File: config.mk
export PLATFORM = sky130hd
export DESIGN_NAME = spi_frame_shifter
export DESIGN_NICKNAME = d
export VERILOG_FILES = /design/src/rtl/spi_frame_shifter_pkg.sv /design/src/rtl/spi_frame_shifter_bit_counter.sv /design/src/rtl/spi_frame_shifter.sv
export SDC_FILE = /design/constraint.sdc
export NUM_CORES = 1
export LEC_CHECK = 0
export BUFFER_PORTS_ARGS = -buffer_cell sky130_fd_sc_hd__buf_2
export CAP_MARGIN = 20
export CORE_ASPECT_RATIO = 1.75
export CORE_UTILIZATION = 58
export DETAILED_ROUTE_END_ITERATION = 7
export MAX_ROUTING_LAYER = met4
export PLACE_DENSITY_LB_ADDON = 0.3
export SLEW_MARGIN = 30
export SYNTH_ARGS = -nofsm -noshare
export SYNTH_HDL_FRONTEND = slang
export SYNTH_SLANG_ARGS = --single-unit
File: constraint.sdc
create_clock -name clk -period 4.8 [get_ports clk]
set_clock_uncertainty 0.15 [all_clocks]
set_input_delay 0.96 -clock clk [delete_from_list [all_inputs] [get_ports clk]]
set_output_delay 0.96 -clock clk [all_outputs]
set_load 0.02 [all_outputs]
File: src/rtl/spi_frame_shifter_pkg.sv
// Shared types and constants for the SPI frame shifter slice.
package spi_frame_shifter_pkg;

  typedef enum logic [0:0] {
    IDLE   = 1'b0,
    ACTIVE = 1'b1
  } state_e;

  localparam int unsigned DEFAULT_WIDTH = 8;

  // Bit shifted out when no transmit word is waiting in the holding register.
  localparam logic IDLE_FILL_BIT = 1'b1;

endpackage

File: src/rtl/spi_frame_shifter_bit_counter.sv
// spi_bit_counter: bit position within the current frame word, wrapping at WIDTH.
module spi_bit_counter
  import spi_frame_shifter_pkg::*;
#(
  parameter int unsigned WIDTH = DEFAULT_WIDTH,
  localparam int unsigned CW = (WIDTH > 1) ? $clog2(WIDTH) : 1
) (
  input  logic          clk,
  input  logic          reset_n,
  input  logic          clr_i,
  input  logic          inc_i,
  output logic [CW-1:0] count_o,
  output logic          boundary_o,
  output logic          last_o
);

  logic [CW-1:0] count_q;
  logic [CW-1:0] count_d;

  // Counter register.
  always_ff @(posedge clk or negedge reset_n) begin
    if (!reset_n) begin
      count_q <= {CW{1'b0}};
    end else begin
      count_q <= count_d;
    end
  end

  // Next count: clear while deselected, wrap after the last bit of a word.
  always_comb begin
    count_d = count_q;
    if (clr_i) begin
      count_d = {CW{1'b0}};
    end else if (inc_i) begin
      if (last_o) begin
        count_d = {CW{1'b0}};
      end else begin
        count_d = count_q + {{(CW-1){1'b0}}, 1'b1};
      end
    end else begin
      count_d = count_q;
    end
  end

  assign count_o    = count_q;
  assign boundary_o = (count_q == {CW{1'b0}});
  assign last_o     = (count_q == CW'(WIDTH - 1));

endmodule

File: src/rtl/spi_frame_shifter.sv
// SPI peripheral framing stage: MSB-first receive words and buffered transmit words.
// Optional feature: define SPI_FRAME_OVERRUN_EN to add the sticky rx_overrun output.
module spi_frame_shifter
  import spi_frame_shifter_pkg::*;
#(
  parameter int unsigned WIDTH = DEFAULT_WIDTH
) (
  input  logic             clk,
  input  logic             reset_n,
  input  logic             sclk_posedge,
  input  logic             sclk_negedge,
  input  logic             cs_n,
  input  logic             mosi,
  output logic [WIDTH-1:0] rx_data,
  output logic             rx_valid,
  input  logic             rx_ack,
  input  logic [WIDTH-1:0] tx_data,
  input  logic             tx_load,
  output logic             tx_ready,
  output logic             miso,
  output logic             miso_oe
`ifdef SPI_FRAME_OVERRUN_EN
  ,
  output logic             rx_overrun
`endif
);

  localparam int unsigned CW = (WIDTH > 1) ? $clog2(WIDTH) : 1;

  state_e            state_q, state_d;
  logic [WIDTH-1:0]  rx_shift_q, rx_shift_d;
  logic [WIDTH-1:0]  rx_data_q, rx_data_d;
  logic              rx_valid_q, rx_valid_d;
  logic [WIDTH-1:0]  tx_shift_q, tx_shift_d;
  logic [WIDTH-1:0]  hold_q, hold_d;
  logic              tx_ready_q, tx_ready_d;
  logic              miso_q, miso_d;
  logic              miso_oe_q, miso_oe_d;

  logic              enter_s;
  logic              active_s;
  logic              pos_s;
  logic              neg_s;
  logic              word_done_s;
  logic              tx_xfer_s;
  logic [WIDTH-1:0]  next_word_s;
  logic [WIDTH-1:0]  rx_word_s;
  logic [CW-1:0]     count_s;
  logic              boundary_s;
  logic              last_s;

  // A deselect in the same cycle as an SCLK edge suppresses that edge.
  assign enter_s     = (state_q == IDLE) && !cs_n;
  assign active_s    = (state_q == ACTIVE) && !cs_n;
  assign pos_s       = active_s && sclk_posedge;
  assign neg_s       = active_s && sclk_negedge;
  assign word_done_s = pos_s && last_s;
  assign tx_xfer_s   = enter_s || (neg_s && boundary_s);
  assign next_word_s = tx_ready_q ? {WIDTH{IDLE_FILL_BIT}} : hold_q;
  assign rx_word_s   = {rx_shift_q[WIDTH-2:0], mosi};

  spi_bit_counter #(.WIDTH(WIDTH)) u_bit_counter (
    .clk        (clk),
    .reset_n    (reset_n),
    .clr_i      (!active_s),
    .inc_i      (pos_s),
    .count_o    (count_s),
    .boundary_o (boundary_s),
    .last_o     (last_s)
  );

  // Frame state register.
  always_ff @(posedge clk or negedge reset_n) begin
    if (!reset_n) begin
      state_q <= IDLE;
    end else begin
      state_q <= state_d;
    end
  end

  // Frame state transitions follow chip select.
  always_comb begin
    state_d = state_q;
    case (state_q)
      IDLE:    state_d = cs_n ? IDLE : ACTIVE;
      ACTIVE:  state_d = cs_n ? IDLE : ACTIVE;
      default: state_d = IDLE;
    endcase
  end

  // Receive path: shift on SCLK rising edges, publish each completed word.
  always_comb begin
    rx_shift_d = rx_shift_q;
    rx_data_d  = rx_data_q;
    rx_valid_d = rx_valid_q;
    if (enter_s) begin
      rx_shift_d = {WIDTH{1'b0}};
    end else if (pos_s) begin
      rx_shift_d = rx_word_s;
    end else begin
      rx_shift_d = rx_shift_q;
    end
    if (word_done_s) begin
      rx_data_d  = rx_word_s;
      rx_valid_d = 1'b1;
    end else if (rx_ack) begin
      rx_valid_d = 1'b0;
    end else begin
      rx_valid_d = rx_valid_q;
    end
  end

  // Transmit path: holding register handshake, shifter reload at word boundaries.
  always_comb begin
    tx_shift_d = tx_shift_q;
    hold_d     = hold_q;
    tx_ready_d = tx_ready_q;
    if (tx_xfer_s) begin
      tx_shift_d = next_word_s;
      tx_ready_d = 1'b1;
    end else if (neg_s) begin
      tx_shift_d = {tx_shift_q[WIDTH-2:0], 1'b0};
    end else begin
      tx_shift_d = tx_shift_q;
    end
    if (tx_load && tx_ready_q) begin
      hold_d     = tx_data;
      tx_ready_d = 1'b0;
    end else begin
      hold_d = hold_q;
    end
  end

  // MISO level and its output enable.
  always_comb begin
    miso_d    = miso_q;
    miso_oe_d = !cs_n;
    if (enter_s) begin
      miso_d = next_word_s[WIDTH-1];
    end else if (!active_s) begin
      miso_d = 1'b0;
    end else if (neg_s) begin
      miso_d = tx_shift_d[WIDTH-1];
    end else begin
      miso_d = miso_q;
    end
  end

  // Datapath and output registers.
  always_ff @(posedge clk or negedge reset_n) begin
    if (!reset_n) begin
      rx_shift_q <= {WIDTH{1'b0}};
      rx_data_q  <= {WIDTH{1'b0}};
      rx_valid_q <= 1'b0;
      tx_shift_q <= {WIDTH{1'b0}};
      hold_q     <= {WIDTH{1'b0}};
      tx_ready_q <= 1'b1;
      miso_q     <= 1'b0;
      miso_oe_q  <= 1'b0;
    end else begin
      rx_shift_q <= rx_shift_d;
      rx_data_q  <= rx_data_d;
      rx_valid_q <= rx_valid_d;
      tx_shift_q <= tx_shift_d;
      hold_q     <= hold_d;
      tx_ready_q <= tx_ready_d;
      miso_q     <= miso_d;
      miso_oe_q  <= miso_oe_d;
    end
  end

  assign rx_data  = rx_data_q;
  assign rx_valid = rx_valid_q;
  assign tx_ready = tx_ready_q;
  assign miso     = miso_q;
  assign miso_oe  = miso_oe_q;

`ifdef SPI_FRAME_OVERRUN_EN
  logic ovr_q, ovr_d;

  // Sticky overrun: a word lands on top of one nobody has taken.
  always_comb begin
    ovr_d = ovr_q;
    if (word_done_s && rx_valid_q && !rx_ack) begin
      ovr_d = 1'b1;
    end else if (rx_ack) begin
      ovr_d = 1'b0;
    end else begin
      ovr_d = ovr_q;
    end
  end

  // Overrun flag register.
  always_ff @(posedge clk or negedge reset_n) begin
    if (!reset_n) begin
      ovr_q <= 1'b0;
    end else begin
      ovr_q <= ovr_d;
    end
  end

  assign rx_overrun = ovr_q;
`endif

endmodule

==> Flow_metrics.wiki <==
{| class="wikitable"
! Metric !! Value
|-
| Cell Count, Final, Fillers Out || 190
|-
| Die Span Y || 73.8 um
|-
| Launch instance of the worst min-delay path || rx_data[1]
|-
| Total core area || 2750 um^2
|-
| Cell at the root of the clock tree || sky130_fd_sc_hd__clkbuf_8
|-
| Most frequently used flop master after synthesis || sky130_fd_sc_hd__dfrtp_1
|-
| Number of standard-cell rows in the floorplan || 25
|-
| Number of port buffers || 27
|-
| I/O pin cnt || 28
|-
| Number of hold-slack violations in the final timing report || 0
|-
| Area of the mapped netlist || 1710 um^2
|-
| Share of flip-flops with an asynchronous set or reset after synthesis || 100%
|-
| Post-cts repair resize count || 0
|-
| Vias || 1147
|-
| # diodes || 0
|-
| Final count of pins violating max slew || 0
|-
| Actual transition at the worst max-transition pin || 0.806 ns
|-
| Worst-case headroom to the max-slew limit || 46.2%
|-
| Run status || complete, no violations
|-
| Maximum clock insertion buffer count || 2
|-
| Die Wd || 43.0 um
|-
| Number of global-route vias before repair || 1190
|-
| Warnings, synthesis || 0
|-
| Final period demand of the worst path || 2.33 ns
|-
| Count of buffering cells on the critical path with inverters included || 1
|-
| Global placement routability congestion || 0.817
|-
| Origin of the critical flop-to-flop path || miso_oe
|-
| Share of the synthesized area in the top cell type || 54.3%
|-
| Worst reg2reg path endpoint || tx_shift_q[2]
|-
| Number of buffers added by the clock tree synthesis step || 5
|-
| Largest cells by area after synthesis || sky130_fd_sc_hd__dfrtp_1 (54%), sky130_fd_sc_hd__mux2_1 (5.9%), sky130_fd_sc_hd__mux2_2 (5.3%)
|-
| Setup repair after global routing missed its margin || false
|-
| Slowest stage cell on the critical path || sky130_fd_sc_hd__dfrtp_1
|-
| Share of post-route cells with drive strength above 1 || 28.8%
|-
| Number of max-capacitance violations reported || 0
|-
| Starting Density || 62.0%
|-
| Average routed wire per standard cell || 15.6 um
|-
| Tightest Hold Check Type || flip-flop to flip-flop
|-
| Worst-case reg-to-reg path depth || 3
|-
| Register-to-register setup slack || 2.98 ns
|-
| Hold buffer count at cts || 0
|-
| Endpoint required time on the critical path || 3.69 ns
|-
| Worst path cell trace || buf_2
|-
| Crit share post-route || 48.6%
|-
| Overall die area || 3170 um^2
|-
| Sum of routed wire length over all layers || 2.97 mm
|-
| Count of nets after finishing || 181
|-
| Worst setup SP type || flip-flop
|-
| Start point of the critical path || miso_oe
|-
| Clock-pin slew on the worst setup and hold paths || 0.07 ns
|-
| IR drop worst, VDD || 0.000321 V
|-
| Total number of clock tree sinks || 38
|-
| First-pass GRT wire length || 5.14 mm
|-
| CTS HTree Levels || 2
|-
| Syn Area/Cell || 12.7 um^2
|-
| Synth Net Count || 153
|-
| Worst hold path stage count || 1
|-
| FMAX || 429 MHz
|-
| GRT Overall Usage || 23.1%
|-
| Worst Hold Margin || 0.336 ns
|-
| Hold EP || rx_data[1]
|-
| Pleak || 0.950 nW
|-
| Type of the worst setup path || flip-flop to output pin
|-
| Final-layout fill cell count || 217
|-
| Number of enable flip-flop cells after synthesis || 0
|-
| Clock tree from TritonCTS || built
|-
| Setup Viol. Count Final || 0
|-
| Routed vias/inst || 6.04
|-
| Pin count of the biggest net entering global routing || 39
|-
| Commonest cells in the synthesized netlist || sky130_fd_sc_hd__dfrtp_1 (37), sky130_fd_sc_hd__nor2_1 (10), sky130_fd_sc_hd__mux2_1 (9)
|-
| Cell area power density || 376 nW/um^2
|-
| Kind of end point of the critical path || output pin
|-
| Hpwl dp || 2.14 mm
|-
| Max stage delay on crit path || 0.66 ns
|-
| Insertion delay to the later sink of the worst-skew pair || 0.29 ns
|-
| Initial antenna violation count || 0
|-
| Dominant cell by count in the synthesized netlist || sky130_fd_sc_hd__dfrtp_1
|-
| Fin util || 70.8%
|-
| Buffer count from post-CTS setup fixing || 0
|-
| Number of optimization iterations in the first detailed-route pass || 4
|-
| Area overhead of the layout relative to synthesis || 14.2%
|-
| Total negative slack || 0 ns
|-
| Number of standard cells after synthesis || 134
|-
| Dpl cells || 182
|-
| GRT Residual Overflow || 0
|-
| Sequential cell area fraction in the yosys report || 55.8%
|-
| Top fanout value on the critical path || 16
|-
| Data arrival time of the critical path || 1.22 ns
|-
| Top delay family on crit path || flip-flops
|-
| Seq cells post-synth || 38
|-
| Number of unique standard cell types used by synthesis || 37
|-
| DRC errors left || 0
|-
| Total design power || 0.734 mW
|-
| Number of nets with antenna violations after detailed routing || 0
|-
| Cell type with the largest total area after synthesis || sky130_fd_sc_hd__dfrtp_1
|-
| Starting DRC count in detailed routing || 25
|}
-- state kept, by name (all words and copies together), names as in the netlist, 3 cells and up --
name / count
u_bit_counter.count_o: 3
rx_data: 8
tx_shift_q: 8
rx_shift_q: 7
hold_q: 8
-- layout make-up --
type	count	area [um^2]	area share (%)
inverter	6	22.5	1.16
multi-input combinational	84	692	35.5
timing repair buffer	27	135	6.93
clock buffer	5	68.8	3.53
tap	27	33.8	1.73
clock inverter	3	45.0	2.31
sequential	38	952	48.8
-- cell families (layout without fill, tap and decap cells) --
kind of cell / count (synthesis) / count (layout) / synth area share (%)
AO/OA/AOI/OAI: 36 / 36 / 16.8
adder cells (fa/ha/maj): 3 / 3 / 2.20
multiplexers: 19 / 19 / 12.4
flip-flops: 38 / 38 / 55.8
buffers and inverters: 12 / 41 / 3.67
AND/OR/NAND/NOR: 26 / 26 / 9.16
-- worst max path at each step --
stage | end | slack, ns | cells after the start
6_report | miso_oe | 2.47 | 1
5_1_grt | miso_oe | 2.41 | 1
3_3_place_gp | tx_shift_q[2] | 2.45 | 4
2_1_floorplan | miso | 2.81 | 4
3_5_place_dp | tx_shift_q[2] | 2.40 | 4
4_1_cts | miso_oe | 2.47 | 1
-- stage by stage --
stage                     worst slack (ns)  area (um^2)
after global routing                  2.41         1950
after detailed placement              2.40         1840
after CTS                             2.47         1950
final                                 2.47         1950
after floorplan                       2.81         1710
after global placement                2.45         1840
-- placed cells by master (no fill, tap or decap), drive strengths merged --
cell / Yosys / final
clkinvlp: 0 / 2
nor2: 10 / 10
mux2i: 2 / 2
mux2: 17 / 17
dfrtp: 37 / 37
a211oi: 7 / 7
a221o: 4 / 4
and2b: 1 / 1
nor4b: 1 / 1
nand3: 1 / 1
a21o: 1 / 1
or2: 2 / 2
ha: 3 / 3
nand3b: 1 / 1
nand2b: 2 / 2
and3: 1 / 1
a2bb2oi: 1 / 1
a311o: 1 / 1
a22o: 6 / 6
o32ai: 1 / 1
buf: 4 / 27
nor3: 2 / 2
nor3b: 1 / 1
o21ai: 5 / 5
a32o: 4 / 4
clkbuf: 2 / 5
nor2b: 3 / 3
o22ai: 1 / 1
inv: 6 / 6
bufinv: 0 / 1
a21oi: 2 / 2
nand2: 1 / 1
dfstp: 1 / 1
o21ba: 1 / 1
o31ai: 2 / 2
-- report_power, final --
group          switching, mW  internal, mW  total, mW
Sequential            0.0242         0.355      0.379
Combinational         0.0434        0.0434     0.0868
Clock                  0.114         0.154      0.268
-- routing by layer --
layer	vias up	global-route usage [%]	part of all wire, %
li1	552	-	-
met1	557	22.8	39
met2	33	40.2	55
met3	5	6.63	4.0
met4	0	11.8	2.1
met5	-	-	0
(Power assumes the default switching activity.)
